### src/rtl/sprite_line_engine.sv
// sprite_line_engine
//   Per-line hardware sprite. On each start-of-line pulse it decides whether
//   the current screen line crosses the sprite. If it does, it reads one sprite
//   row from an external synchronous memory into a small line buffer. It then
//   waits for the sprite's horizontal start and streams the row out, each
//   source pixel repeated 2^SCALE_LOG2 times.
//
// Ports
//   clk_pix  in   pixel clock (only clock)
//   rst_pix  in   synchronous active-high reset
//   line     in   one-cycle start-of-line pulse (horizontal blanking)
//   sx, sy   in   signed current screen position
//   sprx     in   signed sprite left edge, captured on line
//   spry     in   signed sprite top edge, used on line
//   pos      out  sprite memory read address (holds outside fetch)
//   data_in  in   sprite memory data, one cycle after pos
//   pix      out  colour index, registered (latency 1 from sx)
//   drawing  out  high while pix is an opaque sprite pixel
module sprite_line_engine #(
  parameter int CORDW      = 11,
  parameter int WIDTH      = 8,
  parameter int HEIGHT     = 8,
  parameter int SCALE_LOG2 = 0,
  parameter int COLRW      = 4,
  parameter int TRANSP     = 0,
  parameter int ADDRW      = 6
) (
  input  logic                    clk_pix,
  input  logic                    rst_pix,
  input  logic                    line,
  input  logic signed [CORDW-1:0] sx,
  input  logic signed [CORDW-1:0] sy,
  input  logic signed [CORDW-1:0] sprx,
  input  logic signed [CORDW-1:0] spry,
  output logic [ADDRW-1:0]        pos,
  input  logic [COLRW-1:0]        data_in,
  output logic [COLRW-1:0]        pix,
  output logic                    drawing
);

  // Column counter must reach WIDTH during fetch (the extra read-latency cycle).
  localparam int CW = $clog2(WIDTH + 1);
  localparam int BW = (WIDTH > 1) ? $clog2(WIDTH) : 1;
  localparam int RW = (HEIGHT > 1) ? $clog2(HEIGHT) : 1;
  localparam int SW = (SCALE_LOG2 > 0) ? SCALE_LOG2 : 1;

  localparam logic signed [CORDW:0] HLIM        = (CORDW+1)'(HEIGHT << SCALE_LOG2);
  localparam logic [SW-1:0]         SMAX        = SW'((1 << SCALE_LOG2) - 1);
  localparam logic [CW-1:0]         COL_FETCH_END = CW'(WIDTH);
  localparam logic [CW-1:0]         COL_LAST    = CW'(WIDTH - 1);
  localparam logic [COLRW-1:0]      TRANSP_C    = COLRW'(TRANSP);

  typedef enum logic [1:0] {IDLE, FETCH, WAIT, DRAW} state_t;

  state_t                  state_reg,   state_next;
  logic [CW-1:0]           col_reg,     col_next;
  logic [SW-1:0]           scl_reg,     scl_next;
  logic [RW-1:0]           row_reg,     row_next;
  logic signed [CORDW-1:0] sprx_reg,    sprx_next;
  logic [ADDRW-1:0]        pos_reg,     pos_next;
  logic [COLRW-1:0]        pix_reg,     pix_next;
  logic                    drawing_reg, drawing_next;

  logic [COLRW-1:0] line_buf [WIDTH];
  logic             buf_we;
  logic [BW-1:0]    buf_waddr;
  logic [COLRW-1:0] buf_rd;
  logic             buf_opaque;

  // Vertical offset one bit wider than the coordinates so that widely
  // separated sy/spry cannot wrap into the sprite's row range.
  logic signed [CORDW:0] dy;
  logic                  dy_in_range;
  logic [RW-1:0]         new_row;
  logic [ADDRW-1:0]      row_base;

  assign dy          = {sy[CORDW-1], sy} - {spry[CORDW-1], spry};
  assign dy_in_range = !dy[CORDW] && (dy < HLIM);
  assign new_row     = RW'(dy >>> SCALE_LOG2);
  assign row_base    = ADDRW'(int'(new_row) * WIDTH);

  assign buf_rd     = line_buf[BW'(col_reg)];
  assign buf_opaque = (buf_rd != TRANSP_C);

  always_comb begin
    state_next   = state_reg;
    col_next     = col_reg;
    scl_next     = scl_reg;
    row_next     = row_reg;
    sprx_next    = sprx_reg;
    pos_next     = pos_reg;
    pix_next     = '0;
    drawing_next = 1'b0;
    buf_we       = 1'b0;
    buf_waddr    = BW'(col_reg - 1'b1);

    if (line) begin
      // A new line always wins: whatever was in flight is dropped.
      sprx_next = sprx;
      col_next  = '0;
      scl_next  = '0;
      if (dy_in_range) begin
        state_next = FETCH;
        row_next   = new_row;
        pos_next   = row_base;
      end else begin
        state_next = IDLE;
      end
    end else begin
      case (state_reg)
        IDLE: begin
        end
        FETCH: begin
          // Address for column c is on pos during fetch cycle c; its data
          // arrives in cycle c+1 and is written to entry c.
          buf_we = (col_reg != '0);
          if (col_reg == COL_FETCH_END) begin
            state_next = WAIT;
            col_next   = '0;
          end else begin
            col_next = col_reg + 1'b1;
            if (col_reg < COL_LAST) begin
              pos_next = pos_reg + 1'b1;
            end
          end
        end
        WAIT, DRAW: begin
          // The cycle where sx reaches the sprite edge already produces the
          // first pixel, so the registered output lines up with sx.
          if (state_reg == DRAW || sx == sprx_reg) begin
            drawing_next = buf_opaque;
            pix_next     = buf_opaque ? buf_rd : '0;
            state_next   = DRAW;
            if (scl_reg == SMAX) begin
              scl_next = '0;
              if (col_reg == COL_LAST) begin
                state_next = IDLE;
                col_next   = '0;
              end else begin
                col_next = col_reg + 1'b1;
              end
            end else begin
              scl_next = scl_reg + 1'b1;
            end
          end
        end
        default: begin
          state_next = IDLE;
        end
      endcase
    end
  end

  always_ff @(posedge clk_pix) begin
    if (rst_pix) begin
      state_reg   <= IDLE;
      col_reg     <= '0;
      scl_reg     <= '0;
      row_reg     <= '0;
      sprx_reg    <= '0;
      pos_reg     <= '0;
      pix_reg     <= '0;
      drawing_reg <= 1'b0;
    end else begin
      state_reg   <= state_next;
      col_reg     <= col_next;
      scl_reg     <= scl_next;
      row_reg     <= row_next;
      sprx_reg    <= sprx_next;
      pos_reg     <= pos_next;
      pix_reg     <= pix_next;
      drawing_reg <= drawing_next;
    end
  end

  // Line buffer is never read before a full fetch has refilled it, so it
  // carries no reset.
  always_ff @(posedge clk_pix) begin
    if (buf_we) begin
      line_buf[buf_waddr] <= data_in;
    end
  end

  assign pos     = pos_reg;
  assign pix     = pix_reg;
  assign drawing = drawing_reg;

endmodule

### config.mk
export PLATFORM = sky130hd
export DESIGN_NAME = sprite_line_engine
export DESIGN_NICKNAME = d
export VERILOG_FILES = /design/src/rtl/sprite_line_engine.sv
export SDC_FILE = /design/constraint.sdc
export NUM_CORES = 1
export LEC_CHECK = 0
export CAP_MARGIN = 20
export CORE_MARGIN = 2
export CORE_UTILIZATION = 60
export DETAILED_ROUTE_END_ITERATION = 6
export DONT_BUFFER_PORTS = 1
export HOLD_SLACK_MARGIN = 0.12
export PLACE_DENSITY = 0.82
export SLEW_MARGIN = 40
export SYNTH_ARGS = -nofsm -noshare
export SYNTH_HDL_FRONTEND = slang
export SYNTH_SLANG_ARGS = --single-unit
### constraint.sdc
create_clock -name clk_pix -period 10.7 [get_ports clk_pix]
set_input_delay 3.21 -clock clk_pix [delete_from_list [all_inputs] [get_ports clk_pix]]
set_output_delay 3.21 -clock clk_pix [all_outputs]
set_load 0.02 [all_outputs]
==> reports/results.txt <==
fraction of layout cells with a size suffix above 1: 11.15%
vias in the first global route: 2273
Final nets: 366
status: finished clean
final period utilization: 53.52%
Largest register FFs: 32
initial antenna violation count: 0
mux share of post-synthesis cell area: 10.91%
FILL cells: 443
crit path capture type: flip-flop
worst clock skew: 0.01011 ns
cells after synthesis: 301
DR vias: 2319
Port Buf Inserts: 0
DRC: 0
H-tree levels: 3
complex-gate fraction of the synthesized area: 14.04%
slowest stage delay, CP: 0.72 ns
synthesis-to-finish area growth: 6.833%
DRT iter0 DRCs: 83
I/O pins: 62
EDFF count, synth: 32
leak pwr: 0.001275 uW
CTS tree: built
commonest register cell after synthesis: edfxtp_1
register area share after synthesis: 47.72%
Final Slew Violations: 0
HP Class: reg -> reg
Die Span X: 78.33 um
Worst IR Drop VDD: 0.00008144 V
post-synth cell types: 58
crit-path max FO: 8
WS Path Type: in -> reg
Core Area: 0.005405 mm^2
clk sinks: 63
post-synthesis xor/xnor area fraction: 3.964%
pin count of the biggest net entering global routing: 24
RSZ-0062 raised after global routing: no
final antenna diode count: 0
Rel. slew slack: 51.10%
Final min period: 5.727 ns
critical path, cell by cell: inv_1 -> ha_1 -> inv_1 -> fa_1 -> a21o_1 -> a221o_1 -> a2111oi_4 -> a41oi_2 -> or4_1 -> a31oi_1 -> o22ai_1
yosys warns: 0
GRT Total Usage: 22.40%
die height: 78.33 um
routed vias/inst: 6.151
CTS buffer count: 9
CP Data Required Time: 10.91 ns
Syn Nets: 367
TritonRoute pass-1 iters: 4
Async S/R FF share, synth: 0%
setup TNS: 0 ns
final core area utilization: 65.51%
postcts setup bufs: 0
post-DP HPWL: 4.835 mm
Root Buffer: clkbuf_8
placed cells: 361
Clock transition at path regs: 0.07 ns
final non-filler cell total: 377
Syn Area/Cell: 11.01 um^2
pwr dens: 139.9 mW/mm^2
multi-input logic area: 0.001593 mm^2
die area: 0.006135 mm^2
main combinational cell family by area after synthesis: compound AO/OA/AOI/OAI gates
Worst Max-Slew Pin Slew: 0.7258 ns
grt ovf: 0
first-pass GRT wire length: 10.70 mm
clk buf depth: 2
most used cell, CP: inv_1
post-cts sizing count: 0
flops & latches, synth: 63
synthesized-area fraction occupied by adder cells: 5.889%
# rows: 27
CP arrival: 5.94 ns
final setup violation count: 0
fmax: 0.1746 GHz
placer congestion estimate: 0.8252
final hold viol count: 0
Critical Path Source Type: input pin
routed length per instance: 16.92 um
crit path max-delay cell type: or4_1
Synth Area in Simple Gates: 13.25%
Max Cap Viol: 0
worst-skew pair later-pin latency: 0.33 ns
WL final: 6.379 mm
CTS Hold Buffers Added: 0
register area: 0.001582 mm^2
cell area after synthesis: 0.003314 mm^2
post-route ant nets: 0
Initial Util: 61.32%
[metrics by stage]
stage / cell area, um^2 / worst slack, ns / total power [uW] / hold slack, ns
after CTS: 3541 / 4.978 / 500.1 / 0.5267
after global routing: 3541 / 4.816 / 517.1 / 0.5451
after detailed placement: 3351 / 4.619 / 310.2 / 0.5081
after floorplan: 3314 / 4.867 / 305.3 / 0.4820
final: 3541 / 4.973 / 495.4 / 0.5216
after global placement: 3351 / 4.729 / 309.3 / 0.4968
[synth_stat cells, types with 2 or more instances]
library cell / number / area [um^2]
nor2_1: 30 / 112.6
nand3b_1: 2 / 15.01
a32oi_1: 2 / 17.52
inv_1: 23 / 86.33
mux2i_1: 17 / 170.2
o21bai_1: 2 / 15.01
a2111oi_0: 2 / 17.52
a211oi_1: 5 / 37.54
nand2b_1: 2 / 12.51
nor3b_1: 3 / 22.52
edfxtp_1: 32 / 960.9
o21ai_0: 9 / 45.04
a221oi_1: 2 / 17.52
a21oi_1: 10 / 50.05
clkbuf_1: 8 / 30.03
and3_1: 2 / 12.51
a21o_1: 5 / 37.54
a31oi_1: 4 / 25.02
nand2_1: 12 / 45.04
o21a_1: 2 / 15.01
or4_1: 3 / 22.52
xnor2_1: 13 / 113.9
buf_1: 2 / 7.510
nand4_1: 4 / 25.02
nor2b_1: 2 / 12.51
mux4_2: 8 / 180.2
xor2_1: 2 / 17.52
dfxtp_1: 31 / 620.6
nor3_1: 9 / 45.04
ha_1: 14 / 175.2
o211ai_1: 2 / 15.01
nand3_1: 11 / 55.05
[cell type report]
| type | count | area share, % |
|---|---|---|
| Inverter | 23 | 2.438 |
| Tap cell | 72 | 2.544 |
| Sequential cell | 63 | 44.66 |
| Multi-Input combinational cell | 203 | 44.98 |
| Clock buffer | 10 | 4.205 |
| Clock inverter | 6 | 1.166 |
[path summary, 6_finish.rpt]
kind	start	to	slack, ns	cells past startpoint
worst max register to register	col_reg[0]	line_buf[3][1]	8.68	6
worst min register to register	sprx_reg[7]	sprx_reg[7]	0.52	2
worst max-delay path	sy[0]	pos[2]	4.97	11
worst min-delay path	sprx_reg[7]	sprx_reg[7]	0.52	2
[where the power goes]
| part | total, uW | switching (uW) | internal (uW) | leakage [uW] |
|---|---|---|---|---|
| Combinational | 47.8 | 25.7 | 22.2 | 0.000637 |
| Clock | 190 | 91.7 | 98.5 | 0.0000981 |
| Sequential | 257 | 1.76 | 256 | 0.000539 |
[layout by cell type (no fill, tap or decap), drive strengths merged, types with 3 or more instances in the layout]
master / instances
xnor2: 13
mux4: 8
nand4: 4
mux2i: 17
nor3b: 3
nor2: 30
nor3: 9
a211oi: 5
clkinv: 3
edfxtp: 32
dfxtp: 31
and3: 3
a21o: 6
a31oi: 4
clkbuf: 10
nand2: 12
or4: 3
ha: 14
a2111oi: 3
inv: 25
o21ai: 9
a21oi: 10
nand3: 11
[worst max-delay path: cells and delay by family]
family	cells	cell delay, ns
adders and majority gates	2	0.58
AOI/OAI and AO/OA	6	1.32
and+or+nand+nor	1	0.72
buffers and inverters	2	0.10
[metal layers]
layer | share of wire (%) | wire length [um] | GRT usage [%]
met1 | 41 | 2604 | 26.99
met2 | 53 | 3385 | 39.66
met3 | 5.7 | 362 | 5.977
met4 | 0.44 | 28 | 6.140
met5 | 0 | 0 | 0
[kinds of logic after synthesis]
| family | after synthesis |
|---|---|
| AOI/OAI and AO/OA | 61 |
| xor gates and xnor gates | 15 |
| adders and majority gates | 15 |
| buffers and inverters | 35 |
| DFF | 63 |
| muxes | 26 |
| and+or+nand+nor | 86 |
(Power assumes the default switching activity.)
